[src/rtl/basys3_seg_scan.sv]
// basys3_seg_scan: time-multiplexed driver for the Basys3 4-digit 7-segment
// display. Shows a 16-bit value as four hex digits with per-digit decimal point
// and blanking. All pins are active low. New data is staged in a shadow register
// and copied to the display registers only at a frame boundary, so a frame never
// shows a mix of old and new digits.
module basys3_seg_scan #(
  parameter int REFRESH_DIV  = 100000,
  parameter int BLANK_CYCLES = 1000
) (
  input  logic        clock,
  input  logic        reset,
  input  logic [15:0] value,
  input  logic [3:0]  dp_in,
  input  logic [3:0]  blank_in,
  input  logic        load,
  output logic [6:0]  seg,
  output logic        dp,
  output logic [3:0]  an,
  output logic        frame
);

  localparam int CNT_W = (REFRESH_DIV > 2) ? $clog2(REFRESH_DIV) : 1;
  localparam logic [CNT_W-1:0] CNT_LAST  = CNT_W'(REFRESH_DIV - 1);
  localparam logic [CNT_W-1:0] BLANK_END = CNT_W'(BLANK_CYCLES);

  // Hex digit to segment pattern, g..a, active low.
  function automatic logic [6:0] hex7(input logic [3:0] nib);
    logic [6:0] pat;
    case (nib)
      4'h0:    pat = 7'b1000000;
      4'h1:    pat = 7'b1111001;
      4'h2:    pat = 7'b0100100;
      4'h3:    pat = 7'b0110000;
      4'h4:    pat = 7'b0011001;
      4'h5:    pat = 7'b0010010;
      4'h6:    pat = 7'b0000010;
      4'h7:    pat = 7'b1111000;
      4'h8:    pat = 7'b0000000;
      4'h9:    pat = 7'b0010000;
      4'hA:    pat = 7'b0001000;
      4'hB:    pat = 7'b0000011;
      4'hC:    pat = 7'b1000110;
      4'hD:    pat = 7'b0100001;
      4'hE:    pat = 7'b0000110;
      4'hF:    pat = 7'b0001110;
      default: pat = 7'b1111111;
    endcase
    return pat;
  endfunction

  logic [CNT_W-1:0] cnt_r;
  logic [1:0]       idx_r;
  logic [15:0]      shadow_value_r;
  logic [3:0]       shadow_dp_r;
  logic [3:0]       shadow_blank_r;
  logic [15:0]      disp_value_r;
  logic [3:0]       disp_dp_r;
  logic [3:0]       disp_blank_r;
  logic [6:0]       seg_r;
  logic             dp_r;
  logic [3:0]       an_r;
  logic             frame_r;

  logic             wrap_s;
  logic             frame_edge_s;
  logic             in_blank_s;
  logic [3:0]       digit_s;
  logic [6:0]       seg_s;
  logic             dp_s;
  logic [3:0]       an_s;

  assign wrap_s       = (cnt_r == CNT_LAST);
  assign frame_edge_s = wrap_s && (idx_r == 2'd3);

  // With no blank window the comparison would be constant; elaborate it away.
  generate
    if (BLANK_CYCLES == 0) begin : g_no_blank
      assign in_blank_s = 1'b0;
    end else begin : g_blank
      assign in_blank_s = (cnt_r < BLANK_END);
    end
  endgenerate

  // Slot counter and digit index: cnt sweeps one slot, idx steps each wrap.
  always_ff @(posedge clock) begin
    if (reset) begin
      cnt_r <= '0;
      idx_r <= 2'd0;
    end else if (wrap_s) begin
      cnt_r <= '0;
      idx_r <= idx_r + 2'd1;
    end else begin
      cnt_r <= cnt_r + CNT_W'(1);
      idx_r <= idx_r;
    end
  end

  // Shadow register: the last load before a frame boundary wins.
  always_ff @(posedge clock) begin
    if (reset) begin
      shadow_value_r <= 16'h0000;
      shadow_dp_r    <= 4'h0;
      shadow_blank_r <= 4'hF;
    end else if (load) begin
      shadow_value_r <= value;
      shadow_dp_r    <= dp_in;
      shadow_blank_r <= blank_in;
    end else begin
      shadow_value_r <= shadow_value_r;
      shadow_dp_r    <= shadow_dp_r;
      shadow_blank_r <= shadow_blank_r;
    end
  end

  // Display registers take the pre-edge shadow only at the frame boundary.
  always_ff @(posedge clock) begin
    if (reset) begin
      disp_value_r <= 16'h0000;
      disp_dp_r    <= 4'h0;
      disp_blank_r <= 4'hF;
    end else if (frame_edge_s) begin
      disp_value_r <= shadow_value_r;
      disp_dp_r    <= shadow_dp_r;
      disp_blank_r <= shadow_blank_r;
    end else begin
      disp_value_r <= disp_value_r;
      disp_dp_r    <= disp_dp_r;
      disp_blank_r <= disp_blank_r;
    end
  end

  // Select the nibble of the digit currently being scanned.
  always_comb begin
    digit_s = 4'h0;
    case (idx_r)
      2'd0:    digit_s = disp_value_r[3:0];
      2'd1:    digit_s = disp_value_r[7:4];
      2'd2:    digit_s = disp_value_r[11:8];
      2'd3:    digit_s = disp_value_r[15:12];
      default: digit_s = 4'h0;
    endcase
  end

  // Next pin values: dark during the anti-ghost window or for a blanked digit.
  always_comb begin
    an_s  = 4'hF;
    seg_s = 7'h7F;
    dp_s  = 1'b1;
    if (in_blank_s || disp_blank_r[idx_r]) begin
      an_s  = 4'hF;
      seg_s = 7'h7F;
      dp_s  = 1'b1;
    end else begin
      an_s  = ~(4'b0001 << idx_r);
      seg_s = hex7(digit_s);
      dp_s  = ~disp_dp_r[idx_r];
    end
  end

  // Output registers: pins lag the scan state by one cycle, glitch-free.
  always_ff @(posedge clock) begin
    if (reset) begin
      seg_r   <= 7'h7F;
      dp_r    <= 1'b1;
      an_r    <= 4'hF;
      frame_r <= 1'b0;
    end else begin
      seg_r   <= seg_s;
      dp_r    <= dp_s;
      an_r    <= an_s;
      frame_r <= frame_edge_s;
    end
  end

  assign seg   = seg_r;
  assign dp    = dp_r;
  assign an    = an_r;
  assign frame = frame_r;

endmodule

[config.mk]
export PLATFORM = sky130hd
export DESIGN_NAME = basys3_seg_scan
export DESIGN_NICKNAME = d
export VERILOG_FILES = /design/src/rtl/basys3_seg_scan.sv
export SDC_FILE = /design/constraint.sdc
export NUM_CORES = 1
export LEC_CHECK = 0
export CAP_MARGIN = 20
export CORE_ASPECT_RATIO = 0.7
export CORE_MARGIN = 4
export CORE_UTILIZATION = 50
export CTS_CLUSTER_DIAMETER = 150
export CTS_CLUSTER_SIZE = 20
export DETAILED_ROUTE_END_ITERATION = 6
export GPL_ROUTABILITY_DRIVEN = 0
export PLACE_DENSITY = 0.83
export SLEW_MARGIN = 20
export SYNTH_ARGS = -nofsm -noshare
export SYNTH_HDL_FRONTEND = slang
export SYNTH_SLANG_ARGS = --single-unit
export TNS_END_PERCENT = 20
[constraint.sdc]
create_clock -name clock -period 2.9 [get_ports clock]
set_input_delay 0.725 -clock clock [delete_from_list [all_inputs] [get_ports clock]]
set_output_delay 0.725 -clock clock [all_outputs]
set_load 0.02 [all_outputs]
==> metrics.md <==
| Metric | Value |
|---|---|
| Status | finished clean |
| Power Dens Cells | ~520 nW/µm² |
| Initial Utilization | between 50% and 60% |
| Register area | 1602 µm² |
| Reg2reg start | idx_r[0] |
| Worst R2R Setup Slack | approximately 460 ps |
| Vias in the first global route | around 2400 |
| First-pass GRT wire length | 11230 µm |
| Post-synthesis sequential area ratio | 48.76% |
| Worst-case clock buffer depth | 2 |
| Post-CTS resize count | 0 |
| Post-DP HPWL | roughly 4800 µm |
| Yosys cell types | 42 |
| Final min period | ~2400 ps |
| Hold Fails Final Rpt | 0 |
| Fraction of layout cells with a size suffix above 1 | roughly 6.5% |
| IO Pins | 40 |
| Peak supply drop | roughly 0.00030 V |
| Max transition margin | between 60% and 70% |
| DIE HEIGHT | roughly 76 µm |
| Flop pwr share | a little under three fifths |
| WHS Path Cells | 2 |
| Number of vias per cell | between 5 and 6 |
| Syn Nets | 397 |
| Synth Instances | between 300 and 400 |
| Drt wl/cell | 13.81 µm |
| Routed WL | 6589 µm |
| Core area | roughly 6300 µm² |
| Final period utilization | 84.07% |
| Setup Viol. Count Final | 0 |
| Int Power | between 0.0015 and 0.002 W |
| Root Buffer | clkbuf_8 |
| Yosys warning count | 0 |
| Power share of the combinational group | around 4.8% |
| RSZ-0062 raised after global routing | false |
| Synth top area share | 48.76% |
| Clock group share of total power | 40.2% |
| Crit. End Element | flop |
| Largest stage delay on the critical path | just under 500 ps |
| DRT iter0 DRCs | around 170 |
| Die area | about 8000 µm² |
| GRT Total Usage | approximately 18% |
| DR pass1 iterations | 5 |
| Asr flop ratio synth | 0% |
| Layout Utilization | 62.44% |
| Crit Path Category | reg -> reg |
| CTS tree | done |
| Grt total ovfl | 0 |
| Final WS setup | ~460 ps |
| Largest fanout on the critical path | 6 |
| Pre-CTS setup slack | 515.3 ps |
| Hold endpoint | disp_value_r[0] |
| DR vias | 2538 |
| Share of synthesized area spent on multiplexers | a little under a tenth |
| Number of I/O port buffers | 39 |
| Clock-pin slew on the worst setup and hold paths | around 80 ps |
| Diodes inserted | 0 |
| Worst slew pin tran | around 500 ps |
| Simple-gate share of the synthesized area | a little under a fifth |
| Max_cap viols | 0 |
| CP cell instances | inv_1 -> ha_1 -> a222oi_1 -> mux2i_1 -> inv_1 -> ha_1 -> o21ai_0 -> a21oi_1 -> o21ai_0 |
| Post-CTS Setup Bufs | 0 |
| Fill count | roughly 550 |
| Synthesized flop and latch total | 80 |
| Syn_area_per_cell | about 9.2 µm² |
| Antenna Nets Post-Route | 0 |
| Multi-input gate area | 1549 µm² |
| Total Power | a little over 0.002 W |
| EDFF count, synth | 0 |
| Switching power | between 0.0004 and 0.0005 W |
| FMAX | around 410 MHz |
| Max-slew violations | 0 |
| Main combinational cell family by area after synthesis | simple AND/OR/NAND/NOR gates |
| Compound-cell area share of the yosys netlist | between 10% and 20% |
| Most common cell after layout, fill and taps aside | dfxtp_1 |
| Initial antenna violation count | 0 |
| Final Net Count | ~430 |
| Clk sinks | 80 |
| XOR/XNOR Fraction of Synth Area | 3.467% |
| Setup_tns | 0 ps |
| Data required time at the worst endpoint | around 3200 ps |
| # H-tree levels | 3 |
| Hold slack | between 400 and 500 ps |
| Syn-to-layout area delta | 19.89% |
| Worst setup skew after layout | between 7 and 8 ps |
| Largest net degree at the start of global routing | between 50 and 60 |
| Leak | approximately 1.5 nW |
| CP arrival | 2710 ps |
| Worst-path cell with the longest stage delay | dfxtp_1 |
| R2R cell count | 9 |
| Inserted Clock Buffers | 9 |
| Post-Syn Area | roughly 3300 µm² |
| Main synth FF type | dfxtp_1 |
| Residual DRC | 0 |
| Most frequent cells in the layout | 80 x dfxtp_1, 57 x nand2_1, 46 x nor2_1 |
| Net Sw Frac | 21.36% |
| Min-delay worst type | reg -> reg |
| Synth area leader | dfxtp_1 |
| Num rows | 24 |
| Hold_sp | shadow_value_r[0] |
| Clock latency on the worst-skew pair | roughly 350 ps |
| Die X | about 100 µm |
| # hold bufs at CTS | 0 |
| Post-Synth Adder-Cell Area | 4.571% |
| Largest cells by area after synthesis | dfxtp_1 49%, mux2i_1 7.3%, nand2_1 6.5%, nor2_1 5.3%, a21oi_1 4.7% |
| Type of origin of the critical path | flop |
| Reg-to-Reg End | seg[3] |
## synth_stat cells (4+ instances only)
master    instances
a21oi_1          31
dfxtp_1          80
inv_1            11
o21bai_1          4
ha_1             12
a211o_1           4
nor2_1           46
clkbuf_1         13
nand4_1           4
nand2_1          57
xnor2_1           6
o21ai_0           6
nor2b_1           4
nand3_1           6
xor2_1            7
mux2i_1          24
## through the flow
stage | cell area (µm²) | cells
2_1_floorplan | 3284 | 358
3_3_place_gp | 3730 | 461
3_5_place_dp | 3730 | 461
4_1_cts | 3938 | 477
5_1_grt | 3938 | 477
6_report | 3938 | 477
## cells by family after synthesis
logic type,count (synthesis)
AOI/OAI and AO/OA,60
xor gates and xnor gates,13
adders and majority gates,12
buffers and inverters,30
DFF,80
muxes,27
and+or+nand+nor,136
## area by class of cell
| class | instances | share of cell area [%] |
|---|---|---|
| multi-input combinational | 248 | 39.34 |
| timing repair buffer | 44 | 11.19 |
| sequential | 80 | 40.67 |
| inverter | 11 | 1.049 |
| clock buffer | 12 | 3.940 |
| tap | 78 | 2.479 |
| clock inverter | 4 | 1.335 |
## sequential cells by signal (all words and copies together) (netlist names)
register,flops
an,4
cnt_r,17
disp_blank_r,4
disp_dp_r,4
disp_value_r,16
dp,1
frame,1
idx_r,2
seg,7
shadow_blank_r,4
shadow_dp_r,4
shadow_value_r,16
## per-layer routing
metal,GRT usage [%],vias up,part of all wire [%]
met5,0,-,0
met4,5.240,0,0.99
met3,6.520,9,6.9
met2,28.93,77,44
met1,22.38,1155,48
li1,-,1297,-
## power by group through the flow
stage	registers (W)	logic, W	clock network (W)
detailed placement	0.00116	0.0000990	0
global placement	0.00116	0.0000969	0
CTS	0.00114	0.0000993	0.000845
floorplan	0.00116	0.0000562	0
finish	0.00114	0.0000985	0.000830
global route	0.00114	0.000109	0.000907
## critical path, delay by kind of cell (launching register included)
kind	cells	cell delay (ps)
compound gates	4	740
fa+ha+maj	2	560
buf+inv	2	320
flops	1	490
mux	1	270
## how the worst max path moves through the flow
stage          startpoint  endpoint  slack (ps)  cells past startpoint
2_1_floorplan    idx_r[0]    seg[3]         750                      9
3_3_place_gp     idx_r[0]    seg[3]         690                      8
3_5_place_dp     idx_r[0]    seg[3]         520                      8
4_1_cts          idx_r[0]    seg[3]         480                      9
5_1_grt          idx_r[0]    seg[3]         120                      9
6_report         idx_r[0]    seg[3]         460                      9
(Power assumes the default switching activity.)
